==> src/rtl/mc_control_unit.sv <==
// Multi-cycle MIPS main control FSM: sequences fetch/decode/execute/memory/writeback
// and produces the 4-bit aluOp class consumed by the ALU-control decoder.
module mc_control_unit #(
   parameter int MEM_TIMEOUT = 15
) (
   input  logic       clk,
   input  logic       reset,
   input  logic [5:0] opcode,
   input  logic [4:0] rs,
   input  logic [4:0] rt,
   input  logic       mem_ready,
   input  logic       alu_zero,
   input  logic       alu_neg,
   output logic [3:0] aluOp,
   output logic       ir_write,
   output logic       pc_write,
   output logic       mem_read,
   output logic       mem_write,
   output logic       mem_byte,
   output logic       i_or_d,
   output logic       alu_src_a,
   output logic [1:0] alu_src_b,
   output logic       pc_source,
   output logic       reg_write,
   output logic       reg_dst,
   output logic       mem_to_reg,
   output logic       illegal
);

   localparam int CNT_W = (MEM_TIMEOUT < 2) ? 1 : $clog2(MEM_TIMEOUT + 1);
   localparam logic [CNT_W-1:0] CNT_LAST = CNT_W'(MEM_TIMEOUT - 1);

   localparam logic [5:0] OP_RTYPE    = 6'b000000;
   localparam logic [5:0] OP_SPECIAL2 = 6'b011100;
   localparam logic [5:0] OP_LW       = 6'b100011;
   localparam logic [5:0] OP_SW       = 6'b101011;
   localparam logic [5:0] OP_LBU      = 6'b100100;
   localparam logic [5:0] OP_SB       = 6'b101000;
   localparam logic [5:0] OP_ADDIU    = 6'b001001;
   localparam logic [5:0] OP_BEQ      = 6'b000100;
   localparam logic [5:0] OP_BLEZ     = 6'b000110;
   localparam logic [5:0] OP_BGTZ     = 6'b000111;

   localparam logic [3:0] ALU_RTYPE  = 4'b0000;
   localparam logic [3:0] ALU_CLZ    = 4'b0001;
   localparam logic [3:0] ALU_ADD    = 4'b0010;
   localparam logic [3:0] ALU_BEQ    = 4'b0011;
   localparam logic [3:0] ALU_ADDIU  = 4'b0100;
   localparam logic [3:0] ALU_LBU    = 4'b0101;
   localparam logic [3:0] ALU_BGTZ   = 4'b0110;
   localparam logic [3:0] ALU_SB     = 4'b0111;
   localparam logic [3:0] ALU_B      = 4'b1000;
   localparam logic [3:0] ALU_BLEZ   = 4'b1001;

   localparam logic [1:0] SRCB_REG  = 2'b00;
   localparam logic [1:0] SRCB_FOUR = 2'b01;
   localparam logic [1:0] SRCB_IMM  = 2'b10;
   localparam logic [1:0] SRCB_BR   = 2'b11;

   typedef enum logic [3:0] {
      IDLE, FETCH, DECODE, MEM_ADDR, MEM_RD, MEM_WB, MEM_WR,
      EXEC_R, R_WB, EXEC_I, I_WB, BRANCH, TRAP
   } state_t;

   state_t           state, nextState;
   logic [CNT_W-1:0] waitCnt;
   logic             illegalReg;

   logic isLoad, isStore, isRType, isSpecial2, isAddiu;
   logic isBeq, isB, isBlez, isBgtz, isBranch;
   logic waiting, timeout;

   // Instruction classification; only meaningful once the IR has been loaded.
   always_comb begin
      isLoad     = (opcode == OP_LW) || (opcode == OP_LBU);
      isStore    = (opcode == OP_SW) || (opcode == OP_SB);
      isRType    = (opcode == OP_RTYPE);
      isSpecial2 = (opcode == OP_SPECIAL2);
      isAddiu    = (opcode == OP_ADDIU);
      isBeq      = (opcode == OP_BEQ);
      isB        = isBeq && (rs == 5'd0) && (rt == 5'd0);
      isBlez     = (opcode == OP_BLEZ);
      isBgtz     = (opcode == OP_BGTZ);
      isBranch   = isBeq || isBlez || isBgtz;
   end

   assign waiting = ((state == FETCH) || (state == MEM_RD) || (state == MEM_WR)) && !mem_ready;
   assign timeout = waiting && (waitCnt == CNT_LAST);

   // NOTE: sequential state uses non-blocking assignments so every register
   // samples the pre-edge values regardless of statement order.
   always_ff @(posedge clk or posedge reset) begin
      if (reset) begin
         state      <= IDLE;
         waitCnt    <= '0;
         illegalReg <= 1'b0;
      end else begin
         state <= nextState;
         if (nextState != state)
            waitCnt <= '0;
         else if (waiting)
            waitCnt <= waitCnt + CNT_W'(1);
         if (nextState == TRAP)
            illegalReg <= 1'b1;
      end
   end

   always_comb begin
      nextState = state;
      unique case (state)
         IDLE:     nextState = FETCH;
         FETCH: begin
            if (mem_ready)    nextState = DECODE;
            else if (timeout) nextState = TRAP;
         end
         DECODE: begin
            if (isLoad || isStore)         nextState = MEM_ADDR;
            else if (isRType || isSpecial2) nextState = EXEC_R;
            else if (isAddiu)              nextState = EXEC_I;
            else if (isBranch)             nextState = BRANCH;
            else                           nextState = TRAP;
         end
         MEM_ADDR: nextState = isLoad ? MEM_RD : MEM_WR;
         MEM_RD: begin
            if (mem_ready)    nextState = MEM_WB;
            else if (timeout) nextState = TRAP;
         end
         MEM_WB:   nextState = FETCH;
         MEM_WR: begin
            if (mem_ready)    nextState = FETCH;
            else if (timeout) nextState = TRAP;
         end
         EXEC_R:   nextState = R_WB;
         R_WB:     nextState = FETCH;
         EXEC_I:   nextState = I_WB;
         I_WB:     nextState = FETCH;
         BRANCH:   nextState = FETCH;
         TRAP:     nextState = TRAP;
         default:  nextState = TRAP;
      endcase
   end

   // NOTE: every output gets a default before the case so no path can
   // leave one unassigned and infer a latch.
   always_comb begin
      aluOp      = ALU_RTYPE;
      ir_write   = 1'b0;
      pc_write   = 1'b0;
      mem_read   = 1'b0;
      mem_write  = 1'b0;
      mem_byte   = 1'b0;
      i_or_d     = 1'b0;
      alu_src_a  = 1'b0;
      alu_src_b  = SRCB_REG;
      pc_source  = 1'b0;
      reg_write  = 1'b0;
      reg_dst    = 1'b0;
      mem_to_reg = 1'b0;
      unique case (state)
         FETCH: begin
            mem_read  = 1'b1;
            alu_src_b = SRCB_FOUR;
            aluOp     = ALU_ADD;
            ir_write  = mem_ready;
            pc_write  = mem_ready;
         end
         DECODE: begin
            alu_src_b = SRCB_BR;
            aluOp     = ALU_ADD;
         end
         MEM_ADDR: begin
            alu_src_a = 1'b1;
            alu_src_b = SRCB_IMM;
            if (opcode == OP_LBU)     aluOp = ALU_LBU;
            else if (opcode == OP_SB) aluOp = ALU_SB;
            else                      aluOp = ALU_ADD;
         end
         MEM_RD: begin
            mem_read = 1'b1;
            i_or_d   = 1'b1;
            mem_byte = (opcode == OP_LBU);
         end
         MEM_WB: begin
            reg_write  = 1'b1;
            mem_to_reg = 1'b1;
         end
         MEM_WR: begin
            mem_write = 1'b1;
            i_or_d    = 1'b1;
            mem_byte  = (opcode == OP_SB);
         end
         EXEC_R: begin
            alu_src_a = 1'b1;
            aluOp     = isSpecial2 ? ALU_CLZ : ALU_RTYPE;
         end
         R_WB: begin
            reg_write = 1'b1;
            reg_dst   = 1'b1;
         end
         EXEC_I: begin
            alu_src_a = 1'b1;
            alu_src_b = SRCB_IMM;
            aluOp     = ALU_ADDIU;
         end
         I_WB: reg_write = 1'b1;
         BRANCH: begin
            alu_src_a = 1'b1;
            pc_source = 1'b1;
            // Branch resolution uses the live ALU flags from regA vs regB.
            if (isB) begin
               aluOp    = ALU_B;
               pc_write = 1'b1;
            end else if (isBeq) begin
               aluOp    = ALU_BEQ;
               pc_write = alu_zero;
            end else if (isBgtz) begin
               aluOp    = ALU_BGTZ;
               pc_write = !alu_zero && !alu_neg;
            end else begin
               aluOp    = ALU_BLEZ;
               pc_write = alu_zero || alu_neg;
            end
         end
         default: ;
      endcase
   end

   assign illegal = illegalReg;

endmodule

==> config.mk <==
export PLATFORM = sky130hd
export DESIGN_NAME = mc_control_unit
export DESIGN_NICKNAME = d
export VERILOG_FILES = /design/src/rtl/mc_control_unit.sv
export SDC_FILE = /design/constraint.sdc
export NUM_CORES = 1
export LEC_CHECK = 0
export CAP_MARGIN = 20
export CORE_MARGIN = 1.5
export CORE_UTILIZATION = 55
export DETAILED_ROUTE_END_ITERATION = 10
export DONT_BUFFER_PORTS = 1
export MAX_ROUTING_LAYER = met4
export PLACE_DENSITY = 0.73
export SETUP_SLACK_MARGIN = 0.05
export SYNTH_ARGS = -nofsm -noshare
export SYNTH_HDL_FRONTEND = slang
export SYNTH_SLANG_ARGS = --single-unit
==> constraint.sdc <==
create_clock -name clk -period 2.2 [get_ports clk]
set_input_delay 0.66 -clock clk [delete_from_list [all_inputs] [get_ports clk]]
set_output_delay 0.66 -clock clk [all_outputs]
set_load 0.02 [all_outputs]
==> impl_metrics.json <==
{
  "status": "finished with violations",
  "violations": "setup timing",
  "worstPathArrival_ns": 1.66,
  "async_flop_share": 1.00,
  "syn_inst": 165,
  "vias": 1381,
  "layout_common_cells": "24 x buf_4, 21 x nor2_1, 8 x nand2_1, 8 x dfrtp_1",
  "finish.utilization": 0.776,
  "dpl.hpwl_um": 2420,
  "grt_pass1_wl_um": 5590,
  "r2r-start": "state[3]",
  "place_area_um2": 1340,
  "h-tree-depth": 1,
  "finalCritPeriodShare": 1.05,
  "powerDensity_nw_per_um2": 943,
  "final_common_cell": "buf_4",
  "io_buffers": 0,
  "grt_max_degree": 22,
  "drcViolationCount": 0,
  "antenna_found_initial": 0,
  "synth_compound_area_frac": 0.249,
  "pin_count": 39,
  "fin_crit_ns": 2.32,
  "wl_um": 3650,
  "cp-endpoint": "pc_write",
  "synth_flop_cell": "dfrtp_1",
  "tightest_slew_ns": 0.398,
  "rsz0062_at_grt": "true",
  "yosysTopAreaCellShare": 0.192,
  "design_area_um2": 1540,
  "synth_edf_count": 0,
  "area_delta_synth_final_pct": 31.0,
  "dr.pass1.iters": 4,
  "synth_top_family_by_area": "simple AND/OR/NAND/NOR gates",
  "grt_usage": 0.307,
  "grt_pass1_vias": 1259,
  "drive_gt1_frac": 0.342,
  "irDropWorstVdd_mv": 0.668,
  "diodes": 0,
  "place_ws_ns": -0.118,
  "ys_seq_area_frac": 0.192,
  "cts_root_buf": "clkbuf_4",
  "die-area_um2": 2420,
  "yosys-mux-area-fraction": 0,
  "yosys_warnings": 0,
  "gp_congestion": 0.864,
  "synth.distinct_cells": 51,
  "hold_buffers": 0,
  "criticalPathCategory": "in -> out",
  "ff2ff_path_depth": 6,
  "yosys.area_share.simple": 0.407,
  "end_kind": "primary output",
  "crit_fanout": 13,
  "worst_ep_required_time_ns": 1.54,
  "fin_tns_setup_ns": -0.319,
  "clock_latency_ns": 0.27,
  "die_h_um": 49.2,
  "via_per_inst": 6.55,
  "numCtsBuffers": 3,
  "fmaxAchievable_ghz": 0.431,
  "hold_class": "in -> async",
  "cap_violations": 0,
  "num-fill-cells": 145,
  "nNetsFinal": 208,
  "ys_ff_latch": 9,
  "hold_viol": 0,
  "fin_worst_skew_ns": 0.00487,
  "cts.path.max_buffers": 2,
  "synthTopCellsByArea": "dfrtp_1 19%, nor2_1 7.4%, a21oi_1 4.3%",
  "synth_fp_nets": 188,
  "leakagePower_nw": 0.613,
  "cts_tree": "yes",
  "cts.sinks": 9,
  "syn_avg_cell_area_um2": 7.11,
  "reg2reg_setup_slack_ns": 0.21,
  "fp.coreArea_um2": 1980,
  "layout_setup_ws_ns": -0.120,
  "die_w_um": 49.2,
  "yosys.area.top_type": "dfrtp_1",
  "setup_viol": 5,
  "netlist_area_um2": 1170,
  "drt_iter0_markers": 58,
  "ant_nets": 0,
  "clk_pin_slew_ns": 0.06,
  "startpoint": "opcode[3]",
  "routedWlPerCell_um": 17.3,
  "initial_core_util": 0.592,
  "worstSetupStartpointType": "input port",
  "grt_overflow": 0,
  "total_power_mw": 1.45,
  "synth_xor_area_frac": 0.0373,
  "r2r-end": "waitCnt[3]",
  "num_rows": 16,
  "max_slew_margin": 0.731,
  "slew_violations": 0,
  "synthAdderAreaFrac": 0.0213
}
worst min path at each step:
stage,endpoint,start,cells past startpoint,slack (ns)
after CTS,waitCnt[2],reset,1,0.23
after global placement,waitCnt[2],reset,1,0.52
after global routing,waitCnt[2],reset,1,0.24
after floorplan,illegal,reset,1,0.49
final,waitCnt[2],reset,1,0.23
after detailed placement,waitCnt[2],reset,1,0.53
logic make-up after synthesis:
kind of cell               Yosys count
AOI/OAI and AO/OA                   44
buffers and inverters               22
xor gates and xnor gates             5
adders and majority gates            2
and+or+nand+nor                     83
DFF                                  9
through the flow:
step                      hold slack, ns  std cells
after global placement             0.519        200
after global routing               0.237        211
after CTS                          0.233        206
after floorplan                    0.488        165
final                              0.234        211
after detailed placement           0.526        200
timing repair:
action	4_1_cts	5_1_grt
endpoints found under the setup margin	8	10
pin swaps	8	4
resized for setup	18	13
setup buffers	2	5
cell usage after synthesis (2+ instances only):
cell,count
ha_1,2
nand3_1,4
o21ai_1,2
a21boi_0,2
nor4_1,4
a21o_1,2
clkbuf_1,8
nand2_1,9
or4_1,2
and3_1,2
buf_6,3
nor3_1,7
buf_2,3
a31oi_1,2
o211ai_1,2
o21ai_0,10
a21oi_1,10
o221ai_1,2
dfrtp_1,9
nand2b_1,5
nand4bb_1,4
o22ai_1,2
nor3b_1,2
inv_1,7
nor2b_1,8
xnor2_1,5
nor2_1,23
area by class of cell:
| class | count | area, µm² | share of cell area |
|---|---|---|---|
| Tap cell | 27 | 33.8 | 0.0220 |
| Sequential cell | 9 | 226 | 0.147 |
| Inverter | 7 | 26.3 | 0.0171 |
| Clock buffer | 4 | 26.3 | 0.0171 |
| Timing Repair Buffer | 30 | 241 | 0.157 |
| Multi-Input combinational cell | 134 | 983 | 0.640 |
registers in the layout, indices dropped and copies added, names as in the netlist:
signal,cells
state,4
waitCnt,4
illegal,1
routing by layer:
layer  vias up  global-route usage  wire length [µm]
met5         -                   -                 0
met4         0               0.133                71
met3         8              0.0706               303
met2        84               0.507              1820
met1       654               0.356              1460
li1        635                   -                 -
worst max-delay path, stage by stage:
cell and delay, ns:
nor4b_4 0.30, nand2_2 0.12, a21oi_2 0.16, xnor2_1 0.14
o21ai_1 0.08, nand2b_1 0.19
report_power, final:
| part | internal [mW] | switching [mW] |
|---|---|---|
| combinational | 0.422 | 0.634 |
| clock | 0.0700 | 0.0593 |
| sequential | 0.213 | 0.0524 |
Note: power is estimated with default switching activity, not from simulation.
